File: src/rtl/traffic_monitor.sv
// traffic_monitor: closed-loop safety checker on the EW/NS light codes.
// Latches the first fault and holds emergency_req for all-way flashing red.
module traffic_monitor #(
   parameter int MAX_DWELL      = 64,
   parameter int MIN_YELLOW     = 2,
   parameter int RECOVER_CYCLES = 4,
   parameter int CNT_W          = 8
) (
   input  logic       clk,
   input  logic       rst_n,
   input  logic [3:0] ew_light,
   input  logic [3:0] ns_light,
   input  logic       clear,
   output logic       fault,
   output logic [2:0] fault_code,
   output logic       fault_side,
   output logic       emergency_req,
   output logic       armed
);

   localparam logic [3:0] LR = 4'b0001;
   localparam logic [3:0] LY = 4'b0010;
   localparam logic [3:0] LG = 4'b0100;
   localparam logic [3:0] LF = 4'b1000;

   localparam int RC_W =
      (RECOVER_CYCLES > 1) ? $clog2(RECOVER_CYCLES) : 1;

   localparam logic [CNT_W-1:0] CNT_ONE = CNT_W'(1);
   localparam logic [CNT_W-1:0] CNT_MAX = '1;
   localparam logic [CNT_W-1:0] DWELL_LIM = CNT_W'(MAX_DWELL);
   localparam logic [CNT_W-1:0] YEL_MIN = CNT_W'(MIN_YELLOW);
   localparam logic [RC_W-1:0] RC_LOAD = RC_W'(RECOVER_CYCLES - 1);

   typedef enum logic [1:0] {
      ARMING,
      MONITOR,
      FAULT,
      RECOVER
   } state_t;

   typedef struct packed {
      logic enc;
      logic trans;
      logic stuck;
      logic shorty;
   } side_viol_t;

   state_t           state;
   state_t           state_d;
   logic [3:0]       prev_ew;
   logic [3:0]       prev_ns;
   logic [CNT_W-1:0] cnt_ew;
   logic [CNT_W-1:0] cnt_ns;
   logic [RC_W-1:0]  rc;
   logic [2:0]       code_q;
   logic             side_q;

   side_viol_t       v_ew;
   side_viol_t       v_ns;
   logic             conflict;
   logic             both_legal;
   logic             viol;
   logic [2:0]       code_d;
   logic             side_d;

   function automatic logic is_legal(input logic [3:0] c);
      return (c == LR) || (c == LY) || (c == LG) || (c == LF);
   endfunction

   function automatic logic is_go(input logic [3:0] c);
      return (c == LG) || (c == LY);
   endfunction

   function automatic side_viol_t check_side(
      input logic [3:0]       cur,
      input logic [3:0]       prv,
      input logic [CNT_W-1:0] cnt
   );
      side_viol_t v;
      v.enc    = !is_legal(cur);
      v.trans  = ((prv == LG) && (cur == LR)) ||
                 ((prv == LR) && (cur == LY)) ||
                 ((prv == LY) && (cur == LG));
      // prev is always legal here, so a hold implies a legal code
      v.stuck  = (cur == prv) && (cur != LF) &&
                 (cnt >= DWELL_LIM);
      v.shorty = (prv == LY) && (cur != LY) &&
                 (cnt < YEL_MIN);
      return v;
   endfunction

   function automatic logic [CNT_W-1:0] dwell_next(
      input logic [3:0]       cur,
      input logic [3:0]       prv,
      input logic [CNT_W-1:0] cnt
   );
      if (cur != prv)
         return CNT_ONE;
      else if (cnt == CNT_MAX)
         return cnt;
      else
         return cnt + CNT_ONE;
   endfunction

   assign v_ew       = check_side(ew_light, prev_ew, cnt_ew);
   assign v_ns       = check_side(ns_light, prev_ns, cnt_ns);
   assign conflict   = is_go(ew_light) && is_go(ns_light);
   assign both_legal = is_legal(ew_light) && is_legal(ns_light);

   // lowest code first, EW ahead of NS within a code
   always_comb begin
      code_d = 3'd0;
      side_d = 1'b0;
      if (v_ew.enc) begin
         code_d = 3'd1;
      end else if (v_ns.enc) begin
         code_d = 3'd1;
         side_d = 1'b1;
      end else if (conflict) begin
         code_d = 3'd2;
      end else if (v_ew.trans) begin
         code_d = 3'd3;
      end else if (v_ns.trans) begin
         code_d = 3'd3;
         side_d = 1'b1;
      end else if (v_ew.stuck) begin
         code_d = 3'd4;
      end else if (v_ns.stuck) begin
         code_d = 3'd4;
         side_d = 1'b1;
      end else if (v_ew.shorty) begin
         code_d = 3'd5;
      end else if (v_ns.shorty) begin
         code_d = 3'd5;
         side_d = 1'b1;
      end
   end

   assign viol = (code_d != 3'd0);

   always_comb begin
      state_d = state;
      unique case (state)
         ARMING:  if (both_legal) state_d = MONITOR;
         MONITOR: if (viol) state_d = FAULT;
         FAULT:   if (clear) state_d = RECOVER;
         RECOVER: if (rc == '0) state_d = ARMING;
         default: state_d = ARMING;
      endcase
   end

   always_ff @(posedge clk or negedge rst_n) begin
      if (!rst_n)
         state <= ARMING;
      else
         state <= state_d;
   end

   always_ff @(posedge clk or negedge rst_n) begin
      if (!rst_n) begin
         prev_ew <= LR;
         prev_ns <= LR;
         cnt_ew  <= '0;
         cnt_ns  <= '0;
         rc      <= '0;
         code_q  <= 3'd0;
         side_q  <= 1'b0;
      end else begin
         unique case (state)
            ARMING: begin
               prev_ew <= ew_light;
               prev_ns <= ns_light;
               if (both_legal) begin
                  cnt_ew <= CNT_ONE;
                  cnt_ns <= CNT_ONE;
               end
            end
            MONITOR: begin
               prev_ew <= ew_light;
               prev_ns <= ns_light;
               cnt_ew  <= dwell_next(ew_light, prev_ew, cnt_ew);
               cnt_ns  <= dwell_next(ns_light, prev_ns, cnt_ns);
               if (viol) begin
                  code_q <= code_d;
                  side_q <= side_d;
               end
            end
            FAULT: begin
               if (clear) begin
                  code_q <= 3'd0;
                  side_q <= 1'b0;
                  rc     <= RC_LOAD;
               end
            end
            RECOVER: begin
               if (rc != '0) rc <= rc - 1'b1;
            end
            default: ;
         endcase
      end
   end

   assign fault         = (state == FAULT);
   assign emergency_req = (state == FAULT) || (state == RECOVER);
   assign armed         = (state == MONITOR);
   assign fault_code    = code_q;
   assign fault_side    = side_q;

endmodule

File: config.mk
export PLATFORM = sky130hd
export DESIGN_NAME = traffic_monitor
export DESIGN_NICKNAME = d
export VERILOG_FILES = /design/src/rtl/traffic_monitor.sv
export SDC_FILE = /design/constraint.sdc
export NUM_CORES = 1
export LEC_CHECK = 0
export ABC_AREA = 1
export CAP_MARGIN = 10
export CORE_AREA = 3 3 81 83
export DETAILED_ROUTE_END_ITERATION = 10
export DIE_AREA = 0 0 84 86
export PLACE_DENSITY = 0.61
export SYNTH_ARGS = -nofsm -noshare
export SYNTH_HDL_FRONTEND = slang
export SYNTH_SLANG_ARGS = --single-unit
File: constraint.sdc
create_clock -name clk -period 2.7 [get_ports clk]
set_input_delay 0.405 -clock clk [delete_from_list [all_inputs] [get_ports clk]]
set_output_delay 0.405 -clock clk [all_outputs]
set_load 0.05 [all_outputs]
==> results.md <==
* Req. time, crit path at between 2000 and 2500 ps
* Clk slew on worst S/H paths at ~70 ps
* Distinct cell type count after synthesis at 28
* Slew Limit Fails at 0
* Total track usage at 0.149
* Setup Buffers After CTS at 0
* Post-synth top cells: 112 x nand2_1, 50 x nor2_1, 46 x inv_1
* IO buf count at 17
* P_leak at 1.34 nW
* Core Area at 5920 um2
* H-tree depth at 2
* Status: complete, no violations
* Syn Nets at 378
* Grt ovf at 0
* Area growth, synth to finish at 15.4%
* Setup slack, reg-to-reg at approximately 770 ps
* Die Ht at ~86 um
* DR WL/cell at 11.0 um
* Worst slew margin at 0.663
* Syn Area/Cell at between 6 and 7 um2
* CTS tree: yes
* Placed cell areas at 2610 um2
* DR vias at 2182
* FMAX at about 400 MHz
* Crit path arrival time at 2070 ps
* Post-CTS Hold Buffers at 0
* First-pass GRT wire length at 8910 um
* Post-CTS sizing at 0
* Share of cells above drive strength 1 at 0.104
* Post-route ant nets at 0
* Cells after synthesis at 360
* Least-Margin Pin Slew at 504 ps
* Clock Latency Late Sink at 280 ps
* Placed Cells at between 400 and 500
* Cell depth of the worst setup path at 5
* Largest net degree at the start of global routing at 33
* Design area at 2710 um2
* Seq/Total Area, Yosys at 0.342
* Kind of critical path: flip-flop to primary output
* Seq cells post-synth at 32
* Startpoint Class: flip-flop
* Minimum clock period at 2470 ps
* CP peak stage delay at 800 ps
* Final setup violation count at 0
* Largest fanout on the critical path at 6
* Largest area contributor in the netlist: dfrtp_1
* Initial Util at 0.396
* Setup TNS at 0 ps
* Period utilization at 0.916
* Site row count at 28
* Yosys top cell area share at 0.320
* Setup crit end: emergency_req
* Slowest stage cell, crit path: clkdlybuf4s50_1
* Total Wirelength at slightly above 5000 um
* Clk sinks at 32
* Die Wd at 84 um
* Initial antenna violation count at 0
* Family with the most delay on the worst path: buffers and inverters
* Worst Setup End Kind: primary output
* Worst VDD drop at 0.446 mV
* Hold_ws at 470 ps
* Max_cap viols at 0
* Pre-antenna DRT Iters at 4
* DRC at 0
* Layout Skew at 8.00 ps
* Mapped cell area at between 2000 and 2500 um2
* CP bufs+invs at 3
* Post-synth EDFFs at 0
* Bufs on Longest Clock Path at 2
* Critical path's most frequent cell: inv_1
* Number of global-route vias before repair at 2115
* Most used DFF post-synth: dfrtp_1
* Unrepaired setup endpoints after global routing: no
* Io pins at 18
* CP cell instances: inv_1, ha_1, inv_1, nand2_1, clkdlybuf4s50_1
* Antenna diodes at 0
* Worst setup path start: state[0]$_DFFE_PN0P_
* DPL Wire Length at 3870 um
* Yosys warnings at 0
* Worst Reg-to-Reg Cells at 10
* Final Hold Viols at 0
* Capturing point of the worst reg2reg path: cnt_ns[2]$_DFFE_PN0P_
* Async set-reset flop share out of synthesis at 1.00
* Die footprint at 7220 um2
* Layout Nets at 401
* Post-Layout Cell Count at 459
* Top cells by area, synth: dfrtp_1 32%, nand2_1 18%, nor2_1 8.0%
* Num CTS Buffers at 5
* Vias per cell at 4.75
* Hold WC Path Type: flip-flop to flip-flop
* Drt initial violations at 85
* Most common cell in the netlist: nand2_1
* Pwr dens at about 900 nW/um2
* FF-to-FF Start: prev_ns[0]$_DFFE_PN1N_
* Root Buffer Master: clkbuf_8
* Global placer's final weighted congestion at 0.853
-- worst reg2reg max path, stage by stage, from the launching register on --
cell,delay [ps]
dfstp_2,570
inv_1,70
nand2_1,60
nand2_1,50
nor2_1,180
nand2_1,120
nor2_4,160
nand3_1,110
nand2_2,240
o21ai_0,100
nor3b_2,150
-- layer usage --
metal,part of all wire,vias to the layer above,track usage
li1,-,1183,-
met1,0.50,969,0.189
met2,0.46,26,0.255
met3,0.031,4,0.0298
met4,0.0091,0,0.0468
met5,0,-,0
-- layout by cell type, fill, tap and decap left out --
cell type and n:
nand2_1 112, nor2_1 50, inv_1 46, dfrtp_1 30, nand3_1 22, o21ai_0 18
clkdlybuf4s50_1 17, nand4_1 12, a21oi_1 11, nor3_1 10, inv_2 8, ha_1 7
clkbuf_8 7, nor2_2 5, nor2_4 4, xor2_1 3, nand2_2 3, nor3b_2 3
nand3_2 2, o21a_1 2, buf_4 2, dfstp_2 2, o21ai_2 1, or2_2 1
a32oi_1 1, o21ai_1 1, nor4_1 1, inv_4 1, nor3_2 1, clkbuf_1 1
-- cell families (layout without fill, tap and decap cells) --
family / count (synthesis) / after routing / share of synthesized area
AND/OR/NAND/NOR: 226 / 226 / 0.434
adder cells (fa/ha/maj): 7 / 7 / 0.0373
flip-flops: 32 / 32 / 0.342
buffers and inverters: 58 / 82 / 0.0971
AO/OA/AOI/OAI: 34 / 34 / 0.0779
XOR/XNOR: 3 / 3 / 0.0112
-- where the power goes --
part,total (mW),leakage [nW],internal [mW],switching (mW)
sequential,0.726,0.404,0.614,0.112
clock,0.411,0.0515,0.233,0.178
combinational,1.32,0.883,0.413,0.909
-- final cells by class --
class	instances	area [um2]
fill	621	3210
multi-input combinational	270	1320
sequential	32	803
inverter	55	209
timing repair buffer	19	185
clock buffer	8	100
tap	75	93.8
-- flip-flops by register name, indices dropped and copies added, names as in the netlist --
signal and flops:
prev_ns 4, fault_side 1, cnt_ns 8, rc 2
state 2, cnt_ew 8, prev_ew 4, fault_code 3
-- worst min path at each step --
| stage | start | end | depth (start not counted) |
|---|---|---|---|
| floorplan | rst_n | cnt_ew[0]$_DFFE_PN0P_ | 0 |
| global placement | fault_code[1]$_DFFE_PN0P_ | fault_code[1]$_DFFE_PN0P_ | 2 |
| detailed placement | fault_code[1]$_DFFE_PN0P_ | fault_code[1]$_DFFE_PN0P_ | 2 |
| CTS | fault_code[1]$_DFFE_PN0P_ | fault_code[1]$_DFFE_PN0P_ | 2 |
| global route | fault_side$_DFFE_PN0P_ | fault_side$_DFFE_PN0P_ | 2 |
| finish | fault_code[1]$_DFFE_PN0P_ | fault_code[1]$_DFFE_PN0P_ | 2 |
-- stage by stage --
step	util	setup WS (ps)	power, mW
after global placement	0.440	253	2.05
after CTS	0.457	218	2.48
after global routing	0.457	122	2.71
after floorplan	-	590	1.73
final	0.457	227	2.46
after detailed placement	0.440	249	2.06
No activity file was read; power rests on OpenSTA's default activity.
